### src/rtl/digest_word_reader.sv
// digest_word_reader: snapshots a DIGEST_W digest on start and streams it as WORD_W words, MSW first.
// Optional byte reversal within each output word is enabled by defining DIGEST_READER_BYTE_SWAP_EN.
module digest_word_reader #(
  parameter int unsigned WORD_W   = 32,
  parameter int unsigned DIGEST_W = 256,
  localparam int unsigned NUM_WORDS = DIGEST_W / WORD_W,
  localparam int unsigned IDX_W     = (NUM_WORDS > 1) ? $clog2(NUM_WORDS) : 1
) (
  input  logic                clk,
  input  logic                reset,
  input  logic                start,
  input  logic [DIGEST_W-1:0] digest,
  output logic                busy,
  output logic                out_valid,
  input  logic                out_ready,
  output logic [WORD_W-1:0]   out_data,
  output logic [IDX_W-1:0]    out_index,
  output logic                out_last,
  output logic                done
);

  localparam logic [0:0] S_IDLE = 1'b0;
  localparam logic [0:0] S_SEND = 1'b1;

  localparam logic [IDX_W-1:0] LAST_IDX = IDX_W'(NUM_WORDS - 1);
  localparam int unsigned      BYTES    = WORD_W / 8;

  logic [0:0]          state_q;
  logic [0:0]          state_d;
  logic [DIGEST_W-1:0] shadow_q;
  logic [DIGEST_W-1:0] shadow_d;
  logic [IDX_W-1:0]    idx_q;
  logic [IDX_W-1:0]    idx_d;

  logic                busy_d;
  logic                valid_d;
  logic [WORD_W-1:0]   data_d;
  logic [IDX_W-1:0]    index_d;
  logic                last_d;
  logic                done_d;

  // Word i of the snapshot, counted from the most-significant end.
  function automatic logic [WORD_W-1:0] select_word(input logic [DIGEST_W-1:0] s,
                                                    input logic [IDX_W-1:0]    i);
    logic [DIGEST_W-1:0] shifted;
    shifted = s << (WORD_W * 32'(i));
    return shifted[DIGEST_W-1 -: WORD_W];
  endfunction

  // Byte order seen by the consumer.
  function automatic logic [WORD_W-1:0] present(input logic [WORD_W-1:0] w);
`ifdef DIGEST_READER_BYTE_SWAP_EN
    logic [WORD_W-1:0] r;
    r = '0;
    for (int b = 0; b < int'(BYTES); b++) begin
      r[8*b +: 8] = w[WORD_W-8-8*b +: 8];
    end
    return r;
`else
    return w;
`endif
  endfunction

  // Next state, snapshot, index and the registered output values derived from them.
  always_comb begin
    state_d  = state_q;
    shadow_d = shadow_q;
    idx_d    = idx_q;
    done_d   = 1'b0;

    case (state_q)
      S_IDLE: begin
        if (start) begin
          shadow_d = digest;
          idx_d    = '0;
          state_d  = S_SEND;
        end
      end
      S_SEND: begin
        if (out_valid && out_ready) begin
          if (idx_q == LAST_IDX) begin
            state_d = S_IDLE;
            idx_d   = '0;
            done_d  = 1'b1;
          end else begin
            idx_d = idx_q + IDX_W'(1);
          end
        end
      end
      default: state_d = S_IDLE;
    endcase

    busy_d  = (state_d == S_SEND);
    valid_d = busy_d;
    index_d = busy_d ? idx_d : '0;
    last_d  = busy_d && (idx_d == LAST_IDX);
    data_d  = busy_d ? present(select_word(shadow_d, idx_d)) : '0;
  end

  always_ff @(posedge clk) begin
    if (reset) begin
      state_q   <= S_IDLE;
      shadow_q  <= '0;
      idx_q     <= '0;
      busy      <= 1'b0;
      out_valid <= 1'b0;
      out_data  <= '0;
      out_index <= '0;
      out_last  <= 1'b0;
      done      <= 1'b0;
    end else begin
      state_q   <= state_d;
      shadow_q  <= shadow_d;
      idx_q     <= idx_d;
      busy      <= busy_d;
      out_valid <= valid_d;
      out_data  <= data_d;
      out_index <= index_d;
      out_last  <= last_d;
      done      <= done_d;
    end
  end

endmodule
### config.mk
export PLATFORM = sky130hd
export DESIGN_NAME = digest_word_reader
export DESIGN_NICKNAME = d
export VERILOG_FILES = /design/src/rtl/digest_word_reader.sv
export SDC_FILE = /design/constraint.sdc
export NUM_CORES = 1
export LEC_CHECK = 0
export CELL_PAD_IN_SITES_DETAIL_PLACEMENT = 1
export CELL_PAD_IN_SITES_GLOBAL_PLACEMENT = 1
export CORE_AREA = 8 8 201 203
export CTS_CLUSTER_DIAMETER = 60
export DETAILED_ROUTE_END_ITERATION = 8
export DIE_AREA = 0 0 209 211
export PLACE_DENSITY = 0.86
export SLEW_MARGIN = 5
export SYNTH_ARGS = -nofsm -noshare
export SYNTH_HDL_FRONTEND = slang
export SYNTH_SLANG_ARGS = --single-unit
### constraint.sdc
create_clock -name clk -period 2.4 [get_ports clk]
set_input_delay 0.24 -clock clk [delete_from_list [all_inputs] [get_ports clk]]
set_output_delay 0.24 -clock clk [all_outputs]
set_load 0.05 [all_outputs]
==> impl_metrics.toml, run 1 <==
[sta]
rsz0062_at_grt = "false"
hold_viol = 0
drv_slew = 0
tightest_slew_ns = 0.649
finalCritPeriodShare_pct = 96.6
max_freq_mhz = 432
fin_ws_ns = 0.0825
skew_ns = 0.0207
setup_violations = 0
fin_crit_ns = 2.32
worst_slew_margin_rel_pct = 56.7

[global_routing]
grt_antenna_before_repair = 3
grt_pass1_wl_mm = 81.8
grt_pass1_vias = 13944
globalRouteTotalUtil_pct = 23.2
grt_max_degree = 95
grt_remaining_overflow = 0

[setup_path]
max_stage_delay_ns = 0.82
path_cells = "buf_4 > clkdlybuf4s50_1"
path_buf_inv = 2
crit_path_end = "busy"
timing.rr.end = "out_data[23]$_SDFF_PP0_"
cp.arrival_ns = 2.08
crit_start = "state_q$_SDFF_PP0_"
worstPathRequired_ns = 2.16
critical_path_class = "flop to primary output"
start_kind = "flop"
end_kind = "primary output"
reg2reg_depth = 7
cp.depth = 2
r2r_start = "idx_q[0]$_SDFF_PP0_"
critical-path-top-delay-family = "buffers and inverters"
worstPathMaxFanout = 8
r2r_setup_slack_ns = 0.10
worst_path_max_delay_cell = "clkdlybuf4s50_1"

[pwr]
fin_total_pwr_mw = 13.5
seqPwrFrac_pct = 40.4
ir_drop_mv = 0.397
clock_power_share_pct = 42.9
pwr-share-comb_pct = 16.7
switching_share_pct = 26.7
p_int_mw = 9.87
cellPowerDensity_nw_per_um2 = 708
p_leak_nw = 7.24
power.switching_mw = 3.60

[logic_synthesis]
avgSynthCellArea_um2 = 8.17
synth-async-reset-ratio_pct = 0
synth_edf_count = 0
yosysSeqAreaShare_pct = 42.9
synthDistinctLibCells = 32
yosysWarnings = 0
synthFlopType = "dfxtp_1"
synth.ff_latch_count = 297
synth_nets = 1960
synthCells = 1698
netlist_area_um2 = 13900

[clock_tree]
max-clock-path-buffers = 3
cts.sinks = 297
h-tree-depth = 2
clkTransAtPathRegs_ns = 0.06
clock_latency_ns = 0.51
ctsHoldBuffers = 0
cts_root_buffer = "clkbuf_16"
cts_tree = "yes"
cts_made_buffers = 37

[placed_design]
dp_hpwl_mm = 38.4
dp.cells = 2384
io_buffer_count = 298
dp_slack_ns = -0.371
gp_congestion = 0.884

[job]
cap_viol_max_count = 0

[detailed_routing]
postRouteAntennaNets = 0
dr.pass1.iters = 5
drtIter0Drc = 779
drc = 0
vias = 13408
viasPerCell = 5.47
post_drt_wl_per_cell_um = 21.9
drt_wl_total_mm = 53.7

[floorplanning]
start_util_pct = 37.3
ios = 299
rows = 71
die_area_um2 = 44100
fp.dieW_um = 209
core_area_um2 = 37100
die_h_um = 211

[final_layout]
areaGrowthSynthToFinish_pct = 37.2
fin_nets = 2213
instances_no_fill = 2452
drive_gt1_share_pct = 12.0
final_cell_mix = "nand2_1, dfxtp_1, clkdlybuf4s50_1"
final_common_cell = "nand2_1"

[outcome]
status = "finished, final reports clean"

[min_path]
hp-class = "input pin to flop"
cells in the mapped netlist (all sizes together), types with 5 or more instances:
cell type    n  share of area, %
nand2      579                16
dfxtp      297                43
a21oi      257               9.3
mux2i      129               9.4
clkbuf     112               3.0
mux2        97               7.9
o211ai      64               3.5
buf         42               1.8
o2111ai     32               2.0
o21ai       32               1.2
o221ai      32               2.0
nor2         5              0.14
worst min path at each step:
stage | depth (start not counted) | start | end | slack [ns]
floorplan | 2 | digest[0] | shadow_q[0]$_SDFF_PP0_ | 0.38
global placement | 2 | shadow_q[36]$_SDFF_PP0_ | shadow_q[36]$_SDFF_PP0_ | 0.44
detailed placement | 2 | shadow_q[7]$_SDFF_PP0_ | shadow_q[7]$_SDFF_PP0_ | 0.45
CTS | 2 | reset | shadow_q[87]$_SDFF_PP0_ | 0.21
global route | 2 | reset | shadow_q[20]$_SDFF_PP0_ | 0.23
finish | 2 | reset | shadow_q[67]$_SDFF_PP0_ | 0.22
through the flow:
step,hold WS (ns),TNS (ns),area (µm²),util [%]
floorplan,0.376,0,13900,-
global placement,0.442,-1.61,17700,47.6
detailed placement,0.450,-3.57,17700,47.6
CTS,0.214,0,19000,51.1
global route,0.227,0,19000,51.2
finish,0.225,0,19000,51.2
final cells by class:
class                      instances  area (µm²)
clock buffer                      55        1140
clock inverter                    10         143
inverter                           3        13.8
fill                            4298       18100
multi-input combinational       1244        7300
tap                              474         593
timing repair buffer             368        3890
antenna                            1        2.50
sequential                       297        5950
routing by layer:
metal / vias to the layer above / global-route usage (%) / routed length [µm]
met3: 82 / 3.87 / 3010
met4: 4 / 6.83 / 1440
met1: 6552 / 33.4 / 26000
li1: 6373 / - / -
met5: - / 0 / 23
met2: 397 / 35.2 / 23200
flip-flops by register name, indices dropped and copies added (netlist names):
register and count:
shadow_q 256, out_data 32, out_last 1, idx_q 3
out_index 3, done 1, state_q 1
power groups by stage:
stage	logic (mW)	registers (mW)	clock network, mW
global route	2.41	5.46	6.09
detailed placement	2.22	5.53	0
CTS	2.24	5.43	5.88
floorplan	1.01	5.61	0
finish	2.25	5.44	5.78
global placement	2.16	5.52	0
timing repair:
| action | in CTS | in global routing |
|---|---|---|
| setup buffers | 0 | 2 |
| endpoints found under the setup margin | 3 | 20 |
| pin swaps | 0 | 2 |
| resized for setup | 3 | 7 |
logic make-up after synthesis:
kind of cell	Yosys count	synth area share, %
compound gates	421	18.3
fa+ha+maj	2	0.180
buf+inv	157	4.93
flops	297	42.9
mux	226	17.3
simple gates	595	16.4
No activity file was read; power rests on OpenSTA's default activity.
==> inputs of run 2 (changes only) <==
Settings changed: PLACE_DENSITY 0.86 to default, PLACE_DENSITY_LB_ADDON from default to 0.1.
==> impl_metrics.toml, run 2 (same netlist as run 1, synthesis figures left out) <==
[outcome]
status = "finished, final reports clean"

[final_layout]
final_common_cell = "nand2_1"
areaGrowthSynthToFinish_pct = 37.3
largest_register_ff_count = 256
reg_top3 = "shadow_q x256, out_data x32"
final_util_pct = 51.3
design_area_um2 = 19000
fin_nets = 2222
drive_gt1_share_pct = 12.2
final_cell_mix = "nand2_1, dfxtp_1, clkdlybuf4s50_1"
regMostFlops = "shadow_q"

[clock_tree]
clock_latency_ns = 0.53
cts_tree = "yes"
max-clock-path-buffers = 3
cts_made_buffers = 37
cts_root_buffer = "clkbuf_16"
h-tree-depth = 2
ctsHoldBuffers = 0
cts.sinks = 297
clkTransAtPathRegs_ns = 0.06

[setup_path]
start_kind = "flop"
reg2reg_depth = 9
critical_path_class = "flop to primary output"
worstPathRequired_ns = 2.16
worstPathMaxFanout = 8
end_kind = "primary output"
cp.arrival_ns = 2.10

[sta]
finalCritPeriodShare_pct = 97.5
rsz0062_at_grt = "false"
drv_slew = 0
hold_viol = 0
max_freq_mhz = 427
skew_ns = 0.0130
fin_crit_ns = 2.34
tightest_slew_ns = 0.596
worst_slew_margin_rel_pct = 60.1
setup_violations = 0

[pwr]
power.switching_mw = 3.58
p_int_mw = 10.1
cellPowerDensity_nw_per_um2 = 720
pwr-share-comb_pct = 16.4
switching_share_pct = 26.1
ir_drop_mv = 0.394
seqPwrFrac_pct = 39.6
p_leak_nw = 7.26
clock_power_share_pct = 44.1

[placed_design]
dp_hpwl_mm = 35.8
io_buffer_count = 298
dpl_cell_area_um2 = 17600
gp_congestion = 0.854

[detailed_routing]
drt_wl_total_mm = 52.0
postRouteAntennaNets = 0
viasPerCell = 5.32
post_drt_wl_per_cell_um = 21.1
drc = 0
vias = 13110
dr.pass1.iters = 4
drtIter0Drc = 622

[floorplanning]
core_area_um2 = 37100
ios = 299
die_area_um2 = 44100
die_h_um = 211
rows = 71
start_util_pct = 37.3
fp.dieW_um = 209

[global_routing]
grt_pass1_vias = 13543
grt_antenna_before_repair = 4
grt_max_degree = 116
grt_pass1_wl_mm = 79.0
grt_remaining_overflow = 0
globalRouteTotalUtil_pct = 22.4

[job]
cap_viol_max_count = 0

[min_path]
hp-class = "input pin to flop"
worstHoldPathCells = 2
[run 2: cell count changes in the layout (fill, tap and decap cells not counted), moves of 3 or more]
cell,before,now
buf_12,30,20
bufinv_16,3,6
buf_4,41,54
buf_6,0,3
diode_2,1,4
[run 2: worst max-delay path, stage by stage (launching register included)]
cell and delay [ns]:
dfxtp_1 0.52, buf_4 0.24, clkdlybuf4s50_1 0.82
[run 2: final timing paths]
kind	start	endpoint	slack, ns
max	state_q$_SDFF_PP0_	busy	0.06
min	reset	idx_q[1]$_SDFF_PP0_	0.19
max reg2reg	idx_q[0]$_SDFF_PP0_	out_data[2]$_SDFF_PP0_	0.08
min reg2reg	shadow_q[109]$_SDFF_PP0_	shadow_q[109]$_SDFF_PP0_	0.45
[run 2: power by group through the flow]
stage | clock network [mW] | registers, mW | logic (mW)
global placement | 0 | 5.51 | 2.16
detailed placement | 0 | 5.52 | 2.21
CTS | 6.19 | 5.42 | 2.24
global route | 6.37 | 5.45 | 2.42
floorplan | 0 | 5.61 | 1.01
finish | 6.04 | 5.43 | 2.24
[run 2: what timing repair did]
item | 4_1_cts | 5_1_grt
pin swaps | 1 | 1
buffers inserted | 0 | 3
gates cloned | 1 | 1
setup endpoints to repair | 32 | 26
resized for setup | 4 | 8
[run 2: area by class of cell]
cell class                      instances  area (µm²)
Inverter                                3        13.8
Antenna cell                            4        10.0
Clock inverter                         10         206
Fill cell                            4346       18100
Timing Repair Buffer                  376        3860
Clock buffer                           54        1110
Multi-Input combinational cell       1245        7290
Tap cell                              474         593
Sequential cell                       297        5950
[run 2: per-stage QoR]
step | power [mW] | worst slack (ns) | hold WS [ns] | setup TNS (ns) | cells
after floorplan | 6.62 | 0.249 | 0.376 | 0 | 1698
after global placement | 7.67 | -0.147 | 0.442 | -4.44 | 2390
after detailed placement | 7.73 | -0.275 | 0.449 | -7.28 | 2390
after CTS | 13.8 | 0.0108 | 0.196 | 0 | 2455
after global routing | 14.2 | 0.00343 | 0.215 | 0 | 2463
final | 13.7 | 0.0605 | 0.189 | 0 | 2463
[run 2: metal layers]
| metal | up-vias | GRT usage (%) | wire, µm |
|---|---|---|---|
| li1 | 6391 | - | - |
| met1 | 6336 | 31.6 | 25400 |
| met2 | 307 | 34.0 | 22700 |
| met3 | 76 | 3.83 | 2300 |
| met4 | 0 | 8.00 | 1540 |
| met5 | - | 0 | 0 |
